### src/rtl/risc_proc_mc_if.sv
// Instruction/result bus for risc_proc_mc. Valid/ready: an instruction transfers on the
// rising edge where instr_valid && instr_ready; result_valid is a one-cycle completion pulse.
interface risc_proc_mc_if #(
    parameter int OPND_W = 6,
    parameter int DATA_W = 16
);
    localparam int IW = 4 + 2*OPND_W;

    logic              instr_valid;
    logic              instr_ready;
    logic [IW-1:0]     instr;
    logic [DATA_W-1:0] result;
    logic              result_valid;
    logic [DATA_W-1:0] regA;
    logic [DATA_W-1:0] regB;
    logic              carry;
    logic              zero;
    logic              err;
    logic              dbg_state;

    modport master (
        output instr_valid, instr,
        input  instr_ready, result, result_valid, regA, regB, carry, zero, err, dbg_state
    );

    modport slave (
        input  instr_valid, instr,
        output instr_ready, result, result_valid, regA, regB, carry, zero, err, dbg_state
    );
endinterface

### src/rtl/risc_proc_mc.sv
// Multi-cycle RISC datapath: single-cycle ALU ops plus an iterative restoring divider.
// Divider built only when RISC_PROC_DIV_EN is defined; otherwise DIV/MOD are illegal ops.
module risc_proc_mc #(
    parameter int OPND_W = 6,
    parameter int DATA_W = 16
) (
    input logic            clk,
    input logic            reset_n,
    risc_proc_mc_if.slave  bus
);
    localparam int IW = 4 + 2*OPND_W;

    localparam logic [3:0] OP_NOP = 4'h0;
    localparam logic [3:0] OP_ADD = 4'h1;
    localparam logic [3:0] OP_SUB = 4'h2;
    localparam logic [3:0] OP_MUL = 4'h3;
    localparam logic [3:0] OP_DIV = 4'h4;
    localparam logic [3:0] OP_MOD = 4'h5;
    localparam logic [3:0] OP_AND = 4'h6;
    localparam logic [3:0] OP_OR  = 4'h7;
    localparam logic [3:0] OP_XOR = 4'h8;

    logic [DATA_W-1:0] result_q, result_d, rega_q, rega_d, regb_q, regb_d;
    logic              carry_q, carry_d, zero_q, zero_d, err_q, err_d, valid_q, valid_d;

    logic [3:0]          op;
    logic [OPND_W-1:0]   a, b;
    logic [OPND_W:0]     sum;
    logic [2*OPND_W-1:0] prod;
    logic [DATA_W-1:0]   res_n;
    logic                car_n, err_n, done_n;
    logic                accept;

`ifdef RISC_PROC_DIV_EN
    typedef enum logic {IDLE = 1'b0, DIVIDE = 1'b1} state_t;
    localparam int CW = $clog2(OPND_W + 1);

    state_t            state_q, state_d;
    logic [CW-1:0]     cnt_q, cnt_d;
    logic [OPND_W-1:0] rem_q, rem_d, dvd_q, dvd_d;
    logic              mod_q, mod_d;
    logic              start_n;
    logic [OPND_W:0]   trial, diff;
    logic              qbit;
    logic [OPND_W-1:0] rem_nx, quo_nx;

    assign bus.instr_ready = (state_q == IDLE);
    assign bus.dbg_state   = state_q;
`else
    assign bus.instr_ready = 1'b1;
    assign bus.dbg_state   = 1'b0;
`endif

    assign accept = bus.instr_valid && bus.instr_ready;

    always_comb begin
        result_d = result_q;
        carry_d  = carry_q;
        zero_d   = zero_q;
        err_d    = err_q;
        valid_d  = 1'b0;
        rega_d   = rega_q;
        regb_d   = regb_q;

        op   = bus.instr[IW-1 -: 4];
        a    = bus.instr[2*OPND_W-1 -: OPND_W];
        b    = bus.instr[OPND_W-1:0];
        sum  = {1'b0, a} + {1'b0, b};
        prod = (2*OPND_W)'(a) * (2*OPND_W)'(b);

        res_n  = '1;
        car_n  = 1'b0;
        err_n  = 1'b0;
        done_n = 1'b1;
`ifdef RISC_PROC_DIV_EN
        state_d = state_q;
        cnt_d   = cnt_q;
        rem_d   = rem_q;
        dvd_d   = dvd_q;
        mod_d   = mod_q;
        start_n = 1'b0;

        // Restoring step: trial >= divisor exactly when the subtraction does not borrow.
        trial  = {rem_q, dvd_q[OPND_W-1]};
        diff   = trial - {1'b0, regb_q[OPND_W-1:0]};
        qbit   = ~diff[OPND_W];
        rem_nx = qbit ? diff[OPND_W-1:0] : trial[OPND_W-1:0];
        quo_nx = {dvd_q[OPND_W-2:0], qbit};
`endif

        case (op)
            OP_NOP: done_n = 1'b0;
            OP_ADD: begin res_n = DATA_W'(sum); car_n = sum[OPND_W]; end
            OP_SUB: begin res_n = DATA_W'(a) - DATA_W'(b); car_n = (a < b); end
            OP_MUL: res_n = DATA_W'(prod);
            OP_AND: res_n = DATA_W'(a & b);
            OP_OR:  res_n = DATA_W'(a | b);
            OP_XOR: res_n = DATA_W'(a ^ b);
`ifdef RISC_PROC_DIV_EN
            OP_DIV, OP_MOD: begin
                if (b == '0) begin
                    err_n = 1'b1;
                end else begin
                    done_n  = 1'b0;
                    start_n = 1'b1;
                end
            end
`endif
            default: err_n = 1'b1;
        endcase

        if (accept) begin
            rega_d = DATA_W'(a);
            regb_d = DATA_W'(b);
            if (done_n) begin
                result_d = res_n;
                carry_d  = car_n;
                err_d    = err_n;
                zero_d   = (res_n == '0);
                valid_d  = 1'b1;
            end
`ifdef RISC_PROC_DIV_EN
            if (start_n) begin
                state_d = DIVIDE;
                cnt_d   = '0;
                rem_d   = '0;
                dvd_d   = a;
                mod_d   = (op == OP_MOD);
            end
`endif
        end

`ifdef RISC_PROC_DIV_EN
        if (state_q == DIVIDE) begin
            rem_d = rem_nx;
            dvd_d = quo_nx;
            cnt_d = cnt_q + 1'b1;
            if (cnt_q == CW'(OPND_W - 1)) begin
                state_d  = IDLE;
                result_d = DATA_W'(mod_q ? rem_nx : quo_nx);
                carry_d  = 1'b0;
                err_d    = 1'b0;
                zero_d   = ((mod_q ? rem_nx : quo_nx) == '0);
                valid_d  = 1'b1;
            end
        end
`endif
    end

    always_ff @(posedge clk or negedge reset_n) begin
        if (!reset_n) begin
            result_q <= '0;
            rega_q   <= '0;
            regb_q   <= '0;
            carry_q  <= 1'b0;
            zero_q   <= 1'b0;
            err_q    <= 1'b0;
            valid_q  <= 1'b0;
        end else begin
            result_q <= result_d;
            rega_q   <= rega_d;
            regb_q   <= regb_d;
            carry_q  <= carry_d;
            zero_q   <= zero_d;
            err_q    <= err_d;
            valid_q  <= valid_d;
        end
    end

`ifdef RISC_PROC_DIV_EN
    always_ff @(posedge clk or negedge reset_n) begin
        if (!reset_n) begin
            state_q <= IDLE;
            cnt_q   <= '0;
            rem_q   <= '0;
            dvd_q   <= '0;
            mod_q   <= 1'b0;
        end else begin
            state_q <= state_d;
            cnt_q   <= cnt_d;
            rem_q   <= rem_d;
            dvd_q   <= dvd_d;
            mod_q   <= mod_d;
        end
    end
`endif

    assign bus.result       = result_q;
    assign bus.result_valid = valid_q;
    assign bus.regA         = rega_q;
    assign bus.regB         = regb_q;
    assign bus.carry        = carry_q;
    assign bus.zero         = zero_q;
    assign bus.err          = err_q;
endmodule

### src/flat_wrapper.sv
// flat-port wrapper written by rule: the top's interface ports become plain ports
module risc_proc_mc_flat 
#(
    parameter int OPND_W = 6,
    parameter int DATA_W = 16
)
  (clk, reset_n, bus_instr_valid, bus_instr, bus_instr_ready, bus_result, bus_result_valid, bus_regA, bus_regB, bus_carry, bus_zero, bus_err, bus_dbg_state);
  risc_proc_mc_if #(.OPND_W(OPND_W), .DATA_W(DATA_W)) bus_i ();
  input logic clk;
  input logic reset_n;
  input wire logic [$bits(bus_i.instr_valid)-1:0] bus_instr_valid;
  input wire logic [$bits(bus_i.instr)-1:0] bus_instr;
  output wire logic [$bits(bus_i.instr_ready)-1:0] bus_instr_ready;
  output wire logic [$bits(bus_i.result)-1:0] bus_result;
  output wire logic [$bits(bus_i.result_valid)-1:0] bus_result_valid;
  output wire logic [$bits(bus_i.regA)-1:0] bus_regA;
  output wire logic [$bits(bus_i.regB)-1:0] bus_regB;
  output wire logic [$bits(bus_i.carry)-1:0] bus_carry;
  output wire logic [$bits(bus_i.zero)-1:0] bus_zero;
  output wire logic [$bits(bus_i.err)-1:0] bus_err;
  output wire logic [$bits(bus_i.dbg_state)-1:0] bus_dbg_state;
  assign bus_i.instr_valid = bus_instr_valid;
  assign bus_i.instr = bus_instr;
  assign bus_instr_ready = bus_i.instr_ready;
  assign bus_result = bus_i.result;
  assign bus_result_valid = bus_i.result_valid;
  assign bus_regA = bus_i.regA;
  assign bus_regB = bus_i.regB;
  assign bus_carry = bus_i.carry;
  assign bus_zero = bus_i.zero;
  assign bus_err = bus_i.err;
  assign bus_dbg_state = bus_i.dbg_state;
  risc_proc_mc #(.OPND_W(OPND_W), .DATA_W(DATA_W)) u_core (.clk(clk), .reset_n(reset_n), .bus(bus_i));
endmodule
### config.mk
export PLATFORM = sky130hd
export DESIGN_NAME = risc_proc_mc_flat
export DESIGN_NICKNAME = d
export VERILOG_FILES = /design/src/rtl/risc_proc_mc_if.sv /design/src/rtl/risc_proc_mc.sv /design/src/flat_wrapper.sv
export SDC_FILE = /design/constraint.sdc
export NUM_CORES = 1
export LEC_CHECK = 0
export CAP_MARGIN = 15
export CORE_MARGIN = 2
export CORE_UTILIZATION = 45
export CTS_BUF_LIST = sky130_fd_sc_hd__clkbuf_16
export DETAILED_ROUTE_END_ITERATION = 6
export PLACE_DENSITY = 0.83
export SYNTH_ARGS = -nofsm -noshare
export SYNTH_HDL_FRONTEND = slang
export SYNTH_SLANG_ARGS = --single-unit
### constraint.sdc
create_clock -name clk -period 2 [get_ports clk]
set_clock_uncertainty 0.2 [all_clocks]
set_input_delay 0.4 -clock clk [delete_from_list [all_inputs] [get_ports clk]]
set_output_delay 0.4 -clock clk [all_outputs]
set_load 0.01 [all_outputs]
==> results.md <==
* Top-count cell post-synth: inv_1
* P per Cell Area at 668 nW/um^2
* Final wirelength at 13900 um
* Worst Max-Slew Pin Slew at 504 ps
* Die ar. at 7990 sq um
* Worst R2R Path Depth at 1
* Syn Inst Count at 380
* CTS root buf: clkbuf_16
* Yosys warning count at 0
* Number of cell rows at 31
* Synth top area share at 22.1%
* Vias at 3658
* Hold EP: u_core.bus.regB[0]
* Finished Layout Cells at 644
* Maximum clock insertion buffer count at 2
* Synth top cells by count: inv_1, nor2_1, ha_1
* Core box area at 7140 sq um
* Worst VDD drop at 0.747 mV
* Final setup violation count at 14
* Rel. slew slack at 66.2%
* Flop-to-flop setup slack at 1000 ps
* Number of distinct library cells after synthesis at 57
* Sw Ratio at 38.0%
* First-pass GRT wire length at 19500 um
* Worst Hold Launch: bus_instr[0]
* Detailed placement HPWL at 8010 um
* EDFF count, synth at 0
* CTS tree: built
* Nets at 620
* Placed insts at 608
* #FFs+latches synth at 29
* Critical Path Start Type: primary input
* Run status: complete, but fails checks
* CP Class: in -> reg
* Share of power burned in registers at 18.6%
* Clock Sinks at 29
* Gp weighted congestion at 0.961
* Final hold vios at 0
* Clk slew on worst S/H paths at 50 ps
* Design Area, Final at 5600 sq um
* Leading area contributor after synthesis: dfrtp_1
* Total congestion overflow at 0
* DR pass1 iterations at 5
* Die H at 89.4 um
* Unrepaired setup endpoints after global routing: yes
* HP Class: in -> reg
* Vias/cell at 5.68
* Initial antenna violation count at 0
* Fmax at 0.245 GHz
* Worst EP required at 1960 ps
* Combinational share of power at 58.6%
* Max-Cap Viols at 0
* Net switching power at 1.42 mW
* Initial core utilization at 46.0%
* Area Growth Syn to Fin at 70.7%
* ANT cells at 0
* Clock Latency Late Sink at 280 ps
* Pint at 2.32 mW
* Initial drt markers at 296
* Violated checks: setup timing
* Reg2reg start: u_core.bus.regB[3]
* Largest net degree at the start of global routing at 30
* CTS buffer count at 5
* Ports at 73
* Synth Flop Type: dfrtp_1
* Hold_buf cts at 0
* Share of cells above drive strength 1 at 49.0%
* R2r endpoint: u_core.bus.regB[3]
* Syn_area_per_cell at 8.63 sq um
* Netlist Area Pre-Place at 3280 sq um
* Tmin final at 4070 ps
* # DRC at 0
* Hold path depth at 2
* Clock network fraction of total power at 22.9%
* Synth top area cells: dfrtp_1, ha_1, fa_1
* CTS H-tree depth at 2
* Pwr Total at 3.74 mW
* Final worst-path cycle share at 204%
* Placed cell area at 4580 sq um
* Seq/Total Area, Yosys at 22.1%
* CP Max Fanout at 4
* Routed wire length per instance at 21.6 um
* Setup crit end kind: register
* Die X at 89.4 um
* PortBufs at 50
* Final ANT Viol Nets at 0
* Post-synthesis async set-or-reset flop share at 100%
* Slew Viols, Final at 0
* Min setup slack post-route at -2070 ps
* Global Route Usage Sum at 33.1%
* Fill cells at 409
* WP data arrival at 4040 ps
* Final Hold Slack at 169 ps
* Vias in the first global route at 3777
* Leak pwr at 2.54 nW
-- logic make-up (layout without fill, tap and decap cells) --
logic type / count (synthesis) / in the layout / share of synthesized area [%]
fa+ha+maj: 57 / 57 / 26.1
compound gates: 72 / 72 / 14.9
flops: 29 / 29 / 22.1
xor+xnor: 12 / 12 / 3.20
other cells: 2 / 22 / 0.229
simple gates: 109 / 109 / 15.7
buf+inv: 85 / 230 / 13.0
mux: 14 / 14 / 4.81
-- flip-flops by register name (all words and copies together) (netlist names) --
signal and flops:
u_core.bus.carry 1, u_core.bus.zero 1, u_core.bus.result_valid 1, u_core.bus.err 1, u_core.bus.result 13, u_core.bus.regB 6
u_core.bus.regA 6
-- timing repair --
action | CTS | global route
pin swaps | 57 | 47
setup buffers | 19 | 13
gates resized for setup | 166 | 53
setup endpoints to repair | 16 | 16
hold endpoints to repair | 0 | 0
-- cell usage in the layout (no fill, tap or decap), types with 5 or more instances in the layout --
cell type,instances
a21oi_1,6
a21oi_2,7
buf_4,96
buf_6,29
clkbuf_16,5
clkdlybuf4s50_1,36
conb_1,22
dfrtp_1,29
fa_1,12
fa_2,7
ha_1,24
ha_4,14
inv_1,30
inv_2,16
mux2_2,13
nand2_1,15
nand2_2,5
nor2_1,34
nor2_2,9
nor2_4,6
o21ai_0,9
xor2_2,5
-- worst max-delay path, cell delays in order --
cell and delay, ps:
buf_6 100, nand2_2 70, fa_1 560, inv_2 50, fa_1 550, inv_1 60, fa_1 510, inv_2 60
ha_4 280, o211ai_1 150, a21oi_4 170, nor3_2 50, o21bai_1 230, xor2_1 230, buf_4 170, a21oi_2 60
o41ai_2 330
-- power by group through the flow --
stage                     logic (mW)  registers (mW)  clock network (mW)
after floorplan                0.814           0.727                   0
after global placement          1.44           0.695                   0
after detailed placement        1.49           0.699                   0
after CTS                       1.86           0.690               0.845
after global routing            2.30           0.700               0.875
final                           2.19           0.694               0.855
-- through the flow --
step | setup TNS [ps] | utilization [%] | setup slack, ps
5_1_grt | -19370 | 78.5 | -2080
2_1_floorplan | -13440 | - | -1620
6_report | -18340 | 78.5 | -2070
3_3_place_gp | -28270 | 64.2 | -2410
4_1_cts | -16980 | 74.3 | -1810
3_5_place_dp | -29290 | 64.2 | -2600
-- worst max path at each step --
stage	cells past startpoint	endpoint	slack, ps	from
after floorplan	15	u_core.bus.zero	-1620	bus_instr[1]
after global placement	16	u_core.bus.zero	-2410	bus_instr[9]
after detailed placement	16	u_core.bus.zero	-2600	bus_instr[9]
after CTS	17	u_core.bus.result[11]	-1810	bus_instr[3]
after global routing	17	u_core.bus.zero	-2080	bus_instr[10]
final	17	u_core.bus.zero	-2070	bus_instr[10]
-- layer usage --
metal,routed length (um),vias up,GRT usage (%)
met5,0,-,1.30
met4,796,0,16.1
met3,934,76,6.56
met2,7060,261,57.2
met1,5100,1765,38.9
li1,-,1556,-
-- cell type report --
cell class / instances / area (sq um) / share of cell area, %
Multi-Input combinational cell: 286 / 2820 / 50.4
Timing Repair Buffer: 171 / 1550 / 27.8
Sequential cell: 29 / 726 / 13.0
Inverter: 51 / 209 / 3.73
Clock buffer: 5 / 125 / 2.23
Tap cell: 99 / 124 / 2.21
Clock inverter: 3 / 37.5 / 0.670
No activity file was read; power rests on OpenSTA's default activity.
